File: src/rtl/capacitor_envelope_vca_pkg.sv
// Shared types and constants for the capacitor envelope VCA: envelope states,
// Q1.15 full scale and the audio sample width.
package capacitor_envelope_vca_pkg;

  typedef enum logic [1:0] {
    IDLE      = 2'd0,
    CHARGE    = 2'd1,
    HOLD      = 2'd2,
    DISCHARGE = 2'd3
  } env_state_t;

  localparam int AUDIO_W = 16;
  localparam logic [16:0] ENV_MAX = 17'd32767;

  // A step of zero would stall the RC curve short of its rail.
  function automatic logic [16:0] min_step(input logic [16:0] x);
    if (x == 17'd0) begin
      return 17'd1;
    end else begin
      return x;
    end
  endfunction

endpackage

File: src/rtl/capacitor_envelope_vca_envelope_rc_stepper.sv
// RC-style attack/hold/decay state machine owning the Q1.15 envelope register;
// everything advances only on sample strobes.
module envelope_rc_stepper
  import capacitor_envelope_vca_pkg::*;
#(
  parameter int ATTACK_SHIFT = 4,
  parameter int DECAY_SHIFT  = 6
) (
  input  logic               clk,
  input  logic               I_RSTn,
  input  logic               i_step,
  input  logic               i_gate,
  output logic [AUDIO_W-1:0] o_env,
  output logic               o_busy
);

  env_state_t         r_state;
  env_state_t         w_state_nxt;
  logic [AUDIO_W-1:0] r_env;
  logic [AUDIO_W-1:0] w_env_nxt;
  logic               r_busy;
  logic [16:0]        w_env17;
  logic [16:0]        w_inc;
  logic [16:0]        w_sum;
  logic [16:0]        w_charged;
  logic [16:0]        w_dec;
  logic [16:0]        w_discharged;

  assign w_env17      = {1'b0, r_env};
  assign w_inc        = min_step((ENV_MAX - w_env17) >> ATTACK_SHIFT);
  assign w_sum        = w_env17 + w_inc;
  assign w_charged    = (w_sum > ENV_MAX) ? ENV_MAX : w_sum;
  assign w_dec        = min_step(w_env17 >> DECAY_SHIFT);
  assign w_discharged = (w_env17 > w_dec) ? (w_env17 - w_dec) : 17'd0;

  always_ff @(posedge clk or negedge I_RSTn) begin
    if (!I_RSTn) begin
      r_state <= IDLE;
      r_env   <= 16'd0;
      r_busy  <= 1'b0;
    end else if (i_step) begin
      r_state <= w_state_nxt;
      r_env   <= w_env_nxt;
      r_busy  <= (w_state_nxt != IDLE);
    end
  end

  // Gate tests win over rail arrival so a release at full charge still decays.
  always_comb begin
    w_state_nxt = r_state;
    case (r_state)
      IDLE:      if (i_gate) w_state_nxt = CHARGE; else w_state_nxt = IDLE;
      CHARGE:    if (!i_gate) w_state_nxt = DISCHARGE;
                 else if (w_charged == ENV_MAX) w_state_nxt = HOLD;
                 else w_state_nxt = CHARGE;
      HOLD:      if (!i_gate) w_state_nxt = DISCHARGE; else w_state_nxt = HOLD;
      DISCHARGE: if (i_gate) w_state_nxt = CHARGE;
                 else if (w_discharged == 17'd0) w_state_nxt = IDLE;
                 else w_state_nxt = DISCHARGE;
      default:   w_state_nxt = IDLE;
    endcase
  end

  // Gate-driven transitions freeze env for one strobe; rail arrival does not.
  always_comb begin
    w_env_nxt = r_env;
    case (r_state)
      IDLE:      w_env_nxt = 16'd0;
      CHARGE:    if (i_gate) w_env_nxt = w_charged[15:0]; else w_env_nxt = r_env;
      HOLD:      w_env_nxt = ENV_MAX[15:0];
      DISCHARGE: if (!i_gate) w_env_nxt = w_discharged[15:0]; else w_env_nxt = r_env;
      default:   w_env_nxt = 16'd0;
    endcase
  end

  assign o_env  = r_env;
  assign o_busy = r_busy;

endmodule

File: src/rtl/capacitor_envelope_vca.sv
// Capacitor envelope VCA: gates an oscillator sample through an RC envelope and
// registers the Q1.15 product once per audio strobe.
module capacitor_envelope_vca
  import capacitor_envelope_vca_pkg::*;
#(
  parameter int SAMPLE_RATE  = 48000,
  parameter int ATTACK_SHIFT = 4,
  parameter int DECAY_SHIFT  = 6
) (
  input  logic                      clk,
  input  logic                      I_RSTn,
  input  logic                      audio_clk_en,
  input  logic                      gate,
  input  logic signed [AUDIO_W-1:0] in,
  output logic signed [AUDIO_W-1:0] out,
  output logic        [AUDIO_W-1:0] env,
  output logic                      busy
);

  if (SAMPLE_RATE < 1 || ATTACK_SHIFT < 0 || ATTACK_SHIFT > 15 ||
      DECAY_SHIFT < 0 || DECAY_SHIFT > 15) begin : g_param_check
    $error("capacitor_envelope_vca: illegal parameter value");
  end

  logic signed [30:0]        w_in_x;
  logic signed [30:0]        w_env_x;
  logic signed [AUDIO_W-1:0] w_vca;
  logic signed [AUDIO_W-1:0] r_out;

  envelope_rc_stepper #(
    .ATTACK_SHIFT(ATTACK_SHIFT),
    .DECAY_SHIFT (DECAY_SHIFT)
  ) u_stepper (
    .clk   (clk),
    .I_RSTn(I_RSTn),
    .i_step(audio_clk_en),
    .i_gate(gate),
    .o_env (env),
    .o_busy(busy)
  );

  // env <= 32767 keeps |in*env| below 2^30, so 31 bits hold the exact product.
  assign w_in_x  = {{15{in[AUDIO_W-1]}}, in};
  assign w_env_x = {15'd0, env};
  assign w_vca   = 16'((w_in_x * w_env_x) >>> 15);

  always_ff @(posedge clk or negedge I_RSTn) begin
    if (!I_RSTn) begin
      r_out <= 16'sd0;
    end else if (audio_clk_en) begin
      r_out <= w_vca;
    end
  end

  assign out = r_out;

endmodule

File: config.mk
export PLATFORM = sky130hd
export DESIGN_NAME = capacitor_envelope_vca
export DESIGN_NICKNAME = d
export VERILOG_FILES = /design/src/rtl/capacitor_envelope_vca_pkg.sv /design/src/rtl/capacitor_envelope_vca_envelope_rc_stepper.sv /design/src/rtl/capacitor_envelope_vca.sv
export SDC_FILE = /design/constraint.sdc
export NUM_CORES = 1
export LEC_CHECK = 0
export BUFFER_PORTS_ARGS = -buffer_cell sky130_fd_sc_hd__buf_2
export CORE_ASPECT_RATIO = 1.2
export CORE_MARGIN = 2
export CORE_UTILIZATION = 35
export DETAILED_ROUTE_END_ITERATION = 12
export SLEW_MARGIN = 30
export SYNTH_ARGS = -nofsm -noshare
export SYNTH_HDL_FRONTEND = slang
export SYNTH_SLANG_ARGS = --single-unit
File: constraint.sdc
create_clock -name clk -period 5.8 [get_ports clk]
set_input_delay 1.16 -clock clk [delete_from_list [all_inputs] [get_ports clk]]
set_output_delay 1.16 -clock clk [all_outputs]
set_load 0.01 [all_outputs]
* Yosys cells after proc, flatten, opt, wreduce, memory -nomap -nowiden
Cells that the tools add are included.
Storage, ports and cells: flip-flop bits (word level) 35, input port bits 20, output and inout bits 33, word-level logic and storage cells 36
Cells by class: add/sub/neg operators 3, $mul 1, magnitude comparators 2, equality and inequality tests 6, multiplexer cells 14, reduce and logical (&&, ||, !) cells 6
Operators by type and width (count):
- case mux 16 bit (4 select lines) | 1
- logical NOT 17 bit | 3
- 2-to-1 mux 17 bit | 2
- 2-to-1 mux 16 bit | 2
- multiplier 16 x 17 -> 31 bit | 1
- adder 16 x 17 -> 17 bit | 1
- == test 17 x 15 -> 1 bit, second input constant | 1
- > comparator 16 x 17 -> 1 bit | 1
- > comparator 17 x 15 -> 1 bit, second input constant | 1
- subtractor 15 x 16 -> 17 bit, first input constant | 1
- subtractor 16 x 17 -> 17 bit | 1
- 2-to-1 mux 13 bit | 1
- 2-to-1 mux 10 bit | 1
- 2-to-1 mux 2 bit | 4
- case mux 2 bit (4 select lines) | 1
- == test 2 bit, second input constant | 2
- != test 2 bit, second input constant | 2
- AND reduction 3 bit | 1
- == test 2 x 1 -> 1 bit, second input constant | 1
- logical NOT 2 bit | 1
- 2-to-1 mux 1 bit | 2
- nonzero test 2 bit | 1

* Depth between registers and ports, before layout
Gate-level depths: netlist of the first run.
depth after elaboration 11, gate-level depth with buffers 26, depth with buffers taken out 24

* Cells and area by module
A second synthesis of the first run with hierarchy kept.
Unflattened totals: cells, all modules 1420, area total of the unflattened synthesis 11990.2 µm²
Modules (own cells, without submodules):
- capacitor_envelope_vca | times used 1, cells an instance 1053, area each 9190.1 µm², seq. area each 400.4 µm²
- envelope_rc_stepper | times used 1, cells an instance 367, area each 2800.2 µm², seq. area each 475.5 µm²

* Worst setup path after synthesis of the first run
OpenSTA, ideal clock, no wires.
path kind input-to-reg, start point in in[1], end point reg r_out[14] (netlist: out[14]), library setup time 0.125 ns, data arrival time 6.656 ns, slack -0.981 ns, stages on the path 22, buffers on the path 1, cell sequence clkbuf_1 > nand2_1 > fa_1 > inv_1 > fa_1 > inv_1 > fa_1 > inv_1 > fa_1 > inv_1 > fa_1 > inv_1 > fa_1 > ha_1 > and4_1 > a2111oi_1 > a2111oi_2 > nor2_2 > o31ai_4 > a21oi_1 > xnor2_1 > mux2_2
Between the ends: longest elaborated chain between the ends 1
Ends and longest elaborated chain:
- from (decl) | RTL line capacitor_envelope_vca.sv:14 | input logic signed [AUDIO_W-1:0] in,
- multiplier 16 x 17 -> 31 bit | RTL line capacitor_envelope_vca.sv:45 | assign w_vca = 16'((w_in_x * w_env_x) >>> 15);
- to (signal assigned) | RTL line capacitor_envelope_vca.sv:51 | r_out <= w_vca;
- to (decl) | RTL line capacitor_envelope_vca.sv:28 | logic signed [AUDIO_W-1:0] r_out;
No other way between the ends. A chain may end at the register's enable or synchronous reset.

* Worst setup path after layout of the first run
start point in in[12], end point reg r_out[14] (netlist: out[14])
The elaborated chain is that of the path after synthesis.

==> results of run 1 <==
placed cells by master (no fill, tap or decap), drive strengths merged, types with 23 or more instances in the layout:
cell   count
and2     102
dfrtp     35
buf      170
fa       195
inv      279
xnor2     23
nand2    192
nor2      36
ha       131
a21oi     58
o21ai     36
stage by stage:
stage                util  setup WS [ps]
floorplan               -           -599
finish              0.423           -752
detailed placement  0.404          -1180
global placement    0.404          -1120
global route        0.423           -943
CTS                 0.417           -741
worst max-delay path, stage by stage:
cell	delay [ps]
buf_2	170
and2_1	170
fa_1	470
inv_1	50
fa_1	560
inv_1	60
fa_1	500
fa_1	570
inv_2	40
fa_1	530
inv_1	50
fa_1	500
ha_4	300
o21ai_2	50
a21oi_2	120
o21ai_2	90
a2111oi_4	440
nor2_4	90
o31ai_4	290
a21oi_2	90
xnor2_1	130
mux2_2	250
state kept, by name (all words and copies together) (netlist names):
signal             count
u_stepper.o_busy       1
u_stepper.r_state      2
out                   16
u_stepper.o_env       16
area by class of cell:
| type | instances | area [um2] | area share |
|---|---|---|---|
| multi-input combinational | 958 | 9660 | 0.708 |
| sequential | 35 | 876 | 0.0642 |
| clock inverter | 2 | 35.0 | 0.00257 |
| clock buffer | 6 | 139 | 0.0102 |
| timing repair buffer | 171 | 1380 | 0.101 |
| inverter | 279 | 1050 | 0.0767 |
| tap | 407 | 509 | 0.0373 |
per-layer routing:
| layer | vias to the layer above | global-route usage | part of all wire |
|---|---|---|---|
| met2 | 208 | 0.339 | 0.53 |
| li1 | 4394 | - | - |
| met3 | 71 | 0.0119 | 0.029 |
| met5 | - | 0 | 0 |
| met4 | 0 | 0.0888 | 0.047 |
| met1 | 4678 | 0.220 | 0.39 |
cell usage after synthesis, drive strengths merged, types with 8 or more instances:
master,number
a211oi,8
a21o,17
a21oi,58
and2,102
clkbuf,54
dfrtp,35
fa,195
ha,131
inv,279
mux2,17
nand2,192
nand2b,12
nand3,12
nor2,36
nor3,10
o211ai,10
o21a,11
o21ai,36
xnor2,23
xor2,14
worst min-delay path by stage:
stage | depth (start not counted) | endpoint | start
2_1_floorplan | 1 | out[7]$_DFFE_PN0P_ | out[7]$_DFFE_PN0P_
3_3_place_gp | 1 | out[3]$_DFFE_PN0P_ | out[3]$_DFFE_PN0P_
3_5_place_dp | 1 | out[7]$_DFFE_PN0P_ | out[7]$_DFFE_PN0P_
4_1_cts | 1 | out[7]$_DFFE_PN0P_ | out[7]$_DFFE_PN0P_
5_1_grt | 1 | out[7]$_DFFE_PN0P_ | out[7]$_DFFE_PN0P_
6_report | 1 | out[7]$_DFFE_PN0P_ | out[7]$_DFFE_PN0P_
kinds of logic after synthesis:
| logic type | after synthesis | synth area share |
|---|---|---|
| adder cells (fa/ha/maj) | 327 | 0.485 |
| AND/OR/NAND/NOR | 392 | 0.166 |
| AO/OA/AOI/OAI | 184 | 0.116 |
| flip-flops | 35 | 0.0765 |
| buffers and inverters | 336 | 0.111 |
| XOR/XNOR | 37 | 0.0283 |
| multiplexers | 18 | 0.0176 |
repair_timing:
action,CTS,global route
setup endpoints to repair,16,16
buffers inserted,6,8
resized for setup,41,38
pin swaps,24,33
==> flow_metrics.tcl, run 1 <==
set metrics [dict create \
    yosys.area.top_type "fa_1" \
    start_util 0.355 \
    drcViolationCount 0 \
    whs_ps 500 \
    first_pass_iters 5 \
    grt_pass1_vias 9826 \
    synthToLayoutAreaGrowth_pct 19.2 \
    grt_overflow 0 \
    gp_congestion 0.934 \
    placed_cell_area_um2 13000 \
    cts_made_buffers 5 \
    r2r_setup_slack_ps -460 \
    relSlewSlack 0.524 \
    finalSetupTns_ps -8400 \
    dieArea_um2 34200 \
    placeableCoreArea_um2 32300 \
    dp_hpwl_um 26000 \
    synth_flop_cell "dfrtp_1" \
    fin_crit_ps 6550 \
    worst_setup_path_start_kind "primary input" \
    critical_path_class "in -> reg" \
    rows 72 \
    grt_max_degree 36 \
    synth_nets 1675 \
    synth.top_cell.area_share 0.341 \
    hold_viol_final 0 \
    synth_seq_cells 35 \
    worst_slew_pin_slew_ps 704 \
    r2r_end "out[14]$_DFFE_PN0P_" \
    violations "negative setup slack" \
    startpoint "in[12]" \
    cp-endpoint "out[14]$_DFFE_PN0P_" \
    antennaDiodeCount 0 \
    async_flop_share 1.00 \
    syn_avg_cell_area_um2 8.61 \
    cts_max_level 2 \
    yosys_warnings 0 \
    drtAntennaViolNets 0 \
    syn-instance-count 1329 \
    design_area_um2 13600 \
    clk_pin_slew_ps 60 \
    cp_data_required_time_ps 5980 \
    syn_area_um2 11400 \
    end_kind "register" \
    synth_edf_count 0 \
    clock_skew_ps 9.12 \
    drv_slew 0 \
    fin_crit_sh 1.13 \
    r2r_cells 22 \
    cts-hold-fix-buffers 0 \
    port_buffers 52 \
    setup_viol 16 \
    hold_class "reg -> reg" \
    clk-insertion-delay-late_ps 290 \
    viasPerCell 5.03 \
    dp.cells 1837 \
    drtIter0Drc 389 \
    rsz0062_at_grt "yes" \
    clock-root-buffer "clkbuf_16" \
    die_y_um 202 \
    routed_wirelength_um 30900 \
    status "finished, violations left" \
    setup_ws_ps -752 \
    max-cap-violations 0 \
    yosysSeqAreaShare 0.0765 \
    nets 1796 \
    antenna_found_initial 0 \
    synth.distinct_cells 72 \
    io_pins 53 \
    grtUsageTotal 0.185 \
    crit_path_max_fanout 8 \
    grt_pass1_wl_um 50100 \
    wl_per_cell_um 16.6 \
    worstPathArrival_ps 6730 \
    crit-reg2reg-launch "u_stepper.o_env[7]$_DFFE_PN0P_" \
    cts_tree "done" \
    fmax_mhz 153 \
    dieWidth_um 169 \
    cts_num_sinks 35 \
    synthTopCellsByArea "fa_1 (34%), ha_1 (14%), inv_1 (9.1%)" \
    final_cells 1858 \
    fillers 3230 \
    cts_buffer_depth 2 \
    drive_gt1_frac 0.195 \
    vias 9351 \
]
Power of run 1 is not shown: default switching activity piles up to over one toggle a cycle in this logic, so the estimate is an artifact.
==> run 2, diff against run 1 <==
--- a/config.mk
+++ b/config.mk
@@ -6,10 +6,14 @@
 export NUM_CORES = 1
 export LEC_CHECK = 0
 export BUFFER_PORTS_ARGS = -buffer_cell sky130_fd_sc_hd__buf_2
+export CAP_MARGIN = 40
+export CELL_PAD_IN_SITES_DETAIL_PLACEMENT = 2
+export CELL_PAD_IN_SITES_GLOBAL_PLACEMENT = 2
 export CORE_ASPECT_RATIO = 1.2
 export CORE_MARGIN = 2
 export CORE_UTILIZATION = 35
 export DETAILED_ROUTE_END_ITERATION = 12
+export PLACE_DENSITY_LB_ADDON = 0.1
 export SLEW_MARGIN = 30
 export SYNTH_ARGS = -nofsm -noshare
 export SYNTH_HDL_FRONTEND = slang
==> run 2 against run 1 <==
Effect of this change:
- the flow still finishes with violations (negative setup slack)
- critical endpoint is now out[12]$_DFFE_PN0P_
- core utilization is 0.65 points higher
- largest cell class unchanged
- fmax grew 0.33%
- global-route usage increased by 5.6 points
- critical path type unchanged
==> flow_metrics.tcl, run 2 (synthesis gave the netlist of run 1 again) <==
set metrics [dict create \
    cts_max_level 2 \
    clk-insertion-delay-late_ps 300 \
    worst_slew_pin_slew_ps 744 \
    r2r_setup_slack_ps -500 \
    dp_hpwl_um 33300 \
    grt_pass1_wl_um 63100 \
    cts_tree "done" \
    cp.buffers_inverters 8 \
    cpLargestDelayFamily "adder cells" \
    placed_cell_area_um2 13300 \
    grtUsageTotal 0.241 \
    nets 1822 \
    grt_overflow 0 \
    final_common_cell "inv_1" \
    design_area_um2 13900 \
    cts-hold-fix-buffers 0 \
    hold_path_depth 1 \
    drv_slew 0 \
    max-cap-violations 0 \
    hp-start "out[13]$_DFFE_PN0P_" \
    clock-root-buffer "clkbuf_16" \
    rsz0062_at_grt "yes" \
    cts_num_sinks 35 \
    rows 72 \
    antennaDiodeCount 0 \
    cts_made_buffers 5 \
    setup_ws_ps -731 \
    crit_path_top_delay_cell "fa_1" \
    crit_chain "buf_8, buf_6, nand2_4, fa_1, inv_2, fa_1, inv_1, fa_1, inv_1, fa_1, inv_1, fa_1, inv_2, fa_1, ha_1, and4_4, a311oi_4, a2111oi_4, nor2_4, buf_6, o21ai_4, a21oi_2, xnor2_1, mux2_4" \
    violations "negative setup slack" \
    dieWidth_um 169 \
    antenna_found_initial 0 \
    clock_skew_ps 12.5 \
    clk_pin_slew_ps 60 \
    cts_buffer_depth 2 \
    routed_wirelength_um 39800 \
    worst_setup_path_start_kind "primary input" \
    gp_congestion 0.848 \
    start_util 0.355 \
    io_pins 53 \
    fin_crit_sh 1.13 \
    crit_top_cell "fa_1" \
    r2r_cells 24 \
    r2r_end "out[12]$_DFFE_PN0P_" \
    setup_viol 16 \
    die_y_um 202 \
    crit-reg2reg-launch "u_stepper.o_env[5]$_DFFE_PN0P_" \
    worstPathArrival_ps 6700 \
    synthToLayoutAreaGrowth_pct 21.0 \
    grt_pass1_vias 11400 \
    grt_max_degree 27 \
    first_pass_iters 4 \
    status "finished, violations left" \
    vias 9610 \
    hold_class "reg -> reg" \
    cp_data_required_time_ps 5970 \
    drive_gt1_frac 0.210 \
    drtAntennaViolNets 0 \
    min_to "out[13]$_DFFE_PN0P_" \
    wl_per_cell_um 21.1 \
    viasPerCell 5.10 \
    drcViolationCount 0 \
    slowest_delay_ps 530 \
    port_buffers 52 \
    end_kind "register" \
    drtIter0Drc 299 \
    dieArea_um2 34200 \
    critical_path_class "in -> reg" \
    relSlewSlack 0.502 \
    fin_crit_ps 6530 \
    layout_common_cells "inv_1 (268), fa_1 (194), nand2_1 (175), buf_4 (130), ha_1 (126)" \
    hold_viol_final 0 \
    fmax_mhz 153 \
    crit_path_max_fanout 3 \
    placeableCoreArea_um2 32300 \
]
-- run 2: per-stage QoR --
step                utilization  hold WS (ps)  setup slack [ps]  std cells  setup TNS, ps
CTS                       0.426           511              -818       1880          -9330
finish                    0.430           503              -731       1884          -9220
floorplan                     -           521              -599       1329          -7090
detailed placement        0.412           492             -1300       1865         -17460
global route              0.430           527              -938       1884         -11980
global placement          0.411           483             -1130       1864         -15010
-- run 2: cell type report --
cell class	count	area, um2
timing repair buffer	197	1590
clock inverter	2	35.0
clock buffer	6	139
fill	3654	18400
sequential	35	876
multi-input combinational	958	9650
inverter	279	1050
tap	407	509
-- run 2: worst register-to-register path: stages (launching register included) --
cell	delay, ps
dfrtp_1	710
buf_4	270
nand2_1	90
fa_1	500
inv_1	50
fa_1	360
inv_1	90
fa_1	410
fa_1	530
inv_2	50
fa_1	480
inv_1	50
fa_1	500
inv_2	50
ha_4	250
nand3_1	70
a21boi_2	230
a311oi_4	90
a2111oi_4	500
nor2_4	110
buf_6	150
o21ai_4	160
a21oi_2	80
xnor2_1	130
mux2_4	260
-- run 2: worst max-delay path by stage --
| stage | startpoint | endpoint | slack [ps] | depth (start not counted) |
|---|---|---|---|---|
| finish | in[6] | out[12]$_DFFE_PN0P_ | -730 | 24 |
| global route | in[6] | out[15]$_DFFE_PN0P_ | -940 | 25 |
| CTS | in[10] | out[14]$_DFFE_PN0P_ | -820 | 22 |
| detailed placement | in[1] | out[12]$_DFFE_PN0P_ | -1300 | 23 |
| global placement | in[3] | out[14]$_DFFE_PN0P_ | -1130 | 24 |
| floorplan | in[6] | out[14]$_DFFE_PN0P_ | -600 | 22 |
-- run 2: timing repair --
| action | in CTS | in global routing |
|---|---|---|
| pin swaps | 29 | 16 |
| setup endpoints to repair | 16 | 16 |
| hold endpoints to repair | 0 | 0 |
| gates cloned | 0 | 1 |
| gates resized for setup | 70 | 15 |
| buffers inserted | 7 | 2 |
-- run 2: per-layer routing --
| metal | vias up | track usage | part of all wire |
|---|---|---|---|
| met2 | 75 | 0.470 | 0.56 |
| met5 | - | 0 | 0 |
| met1 | 5071 | 0.289 | 0.41 |
| met4 | 0 | 0.0540 | 0.018 |
| li1 | 4437 | - | - |
| met3 | 27 | 0.0123 | 0.013 |
Power of run 2 is left out for the same reason.
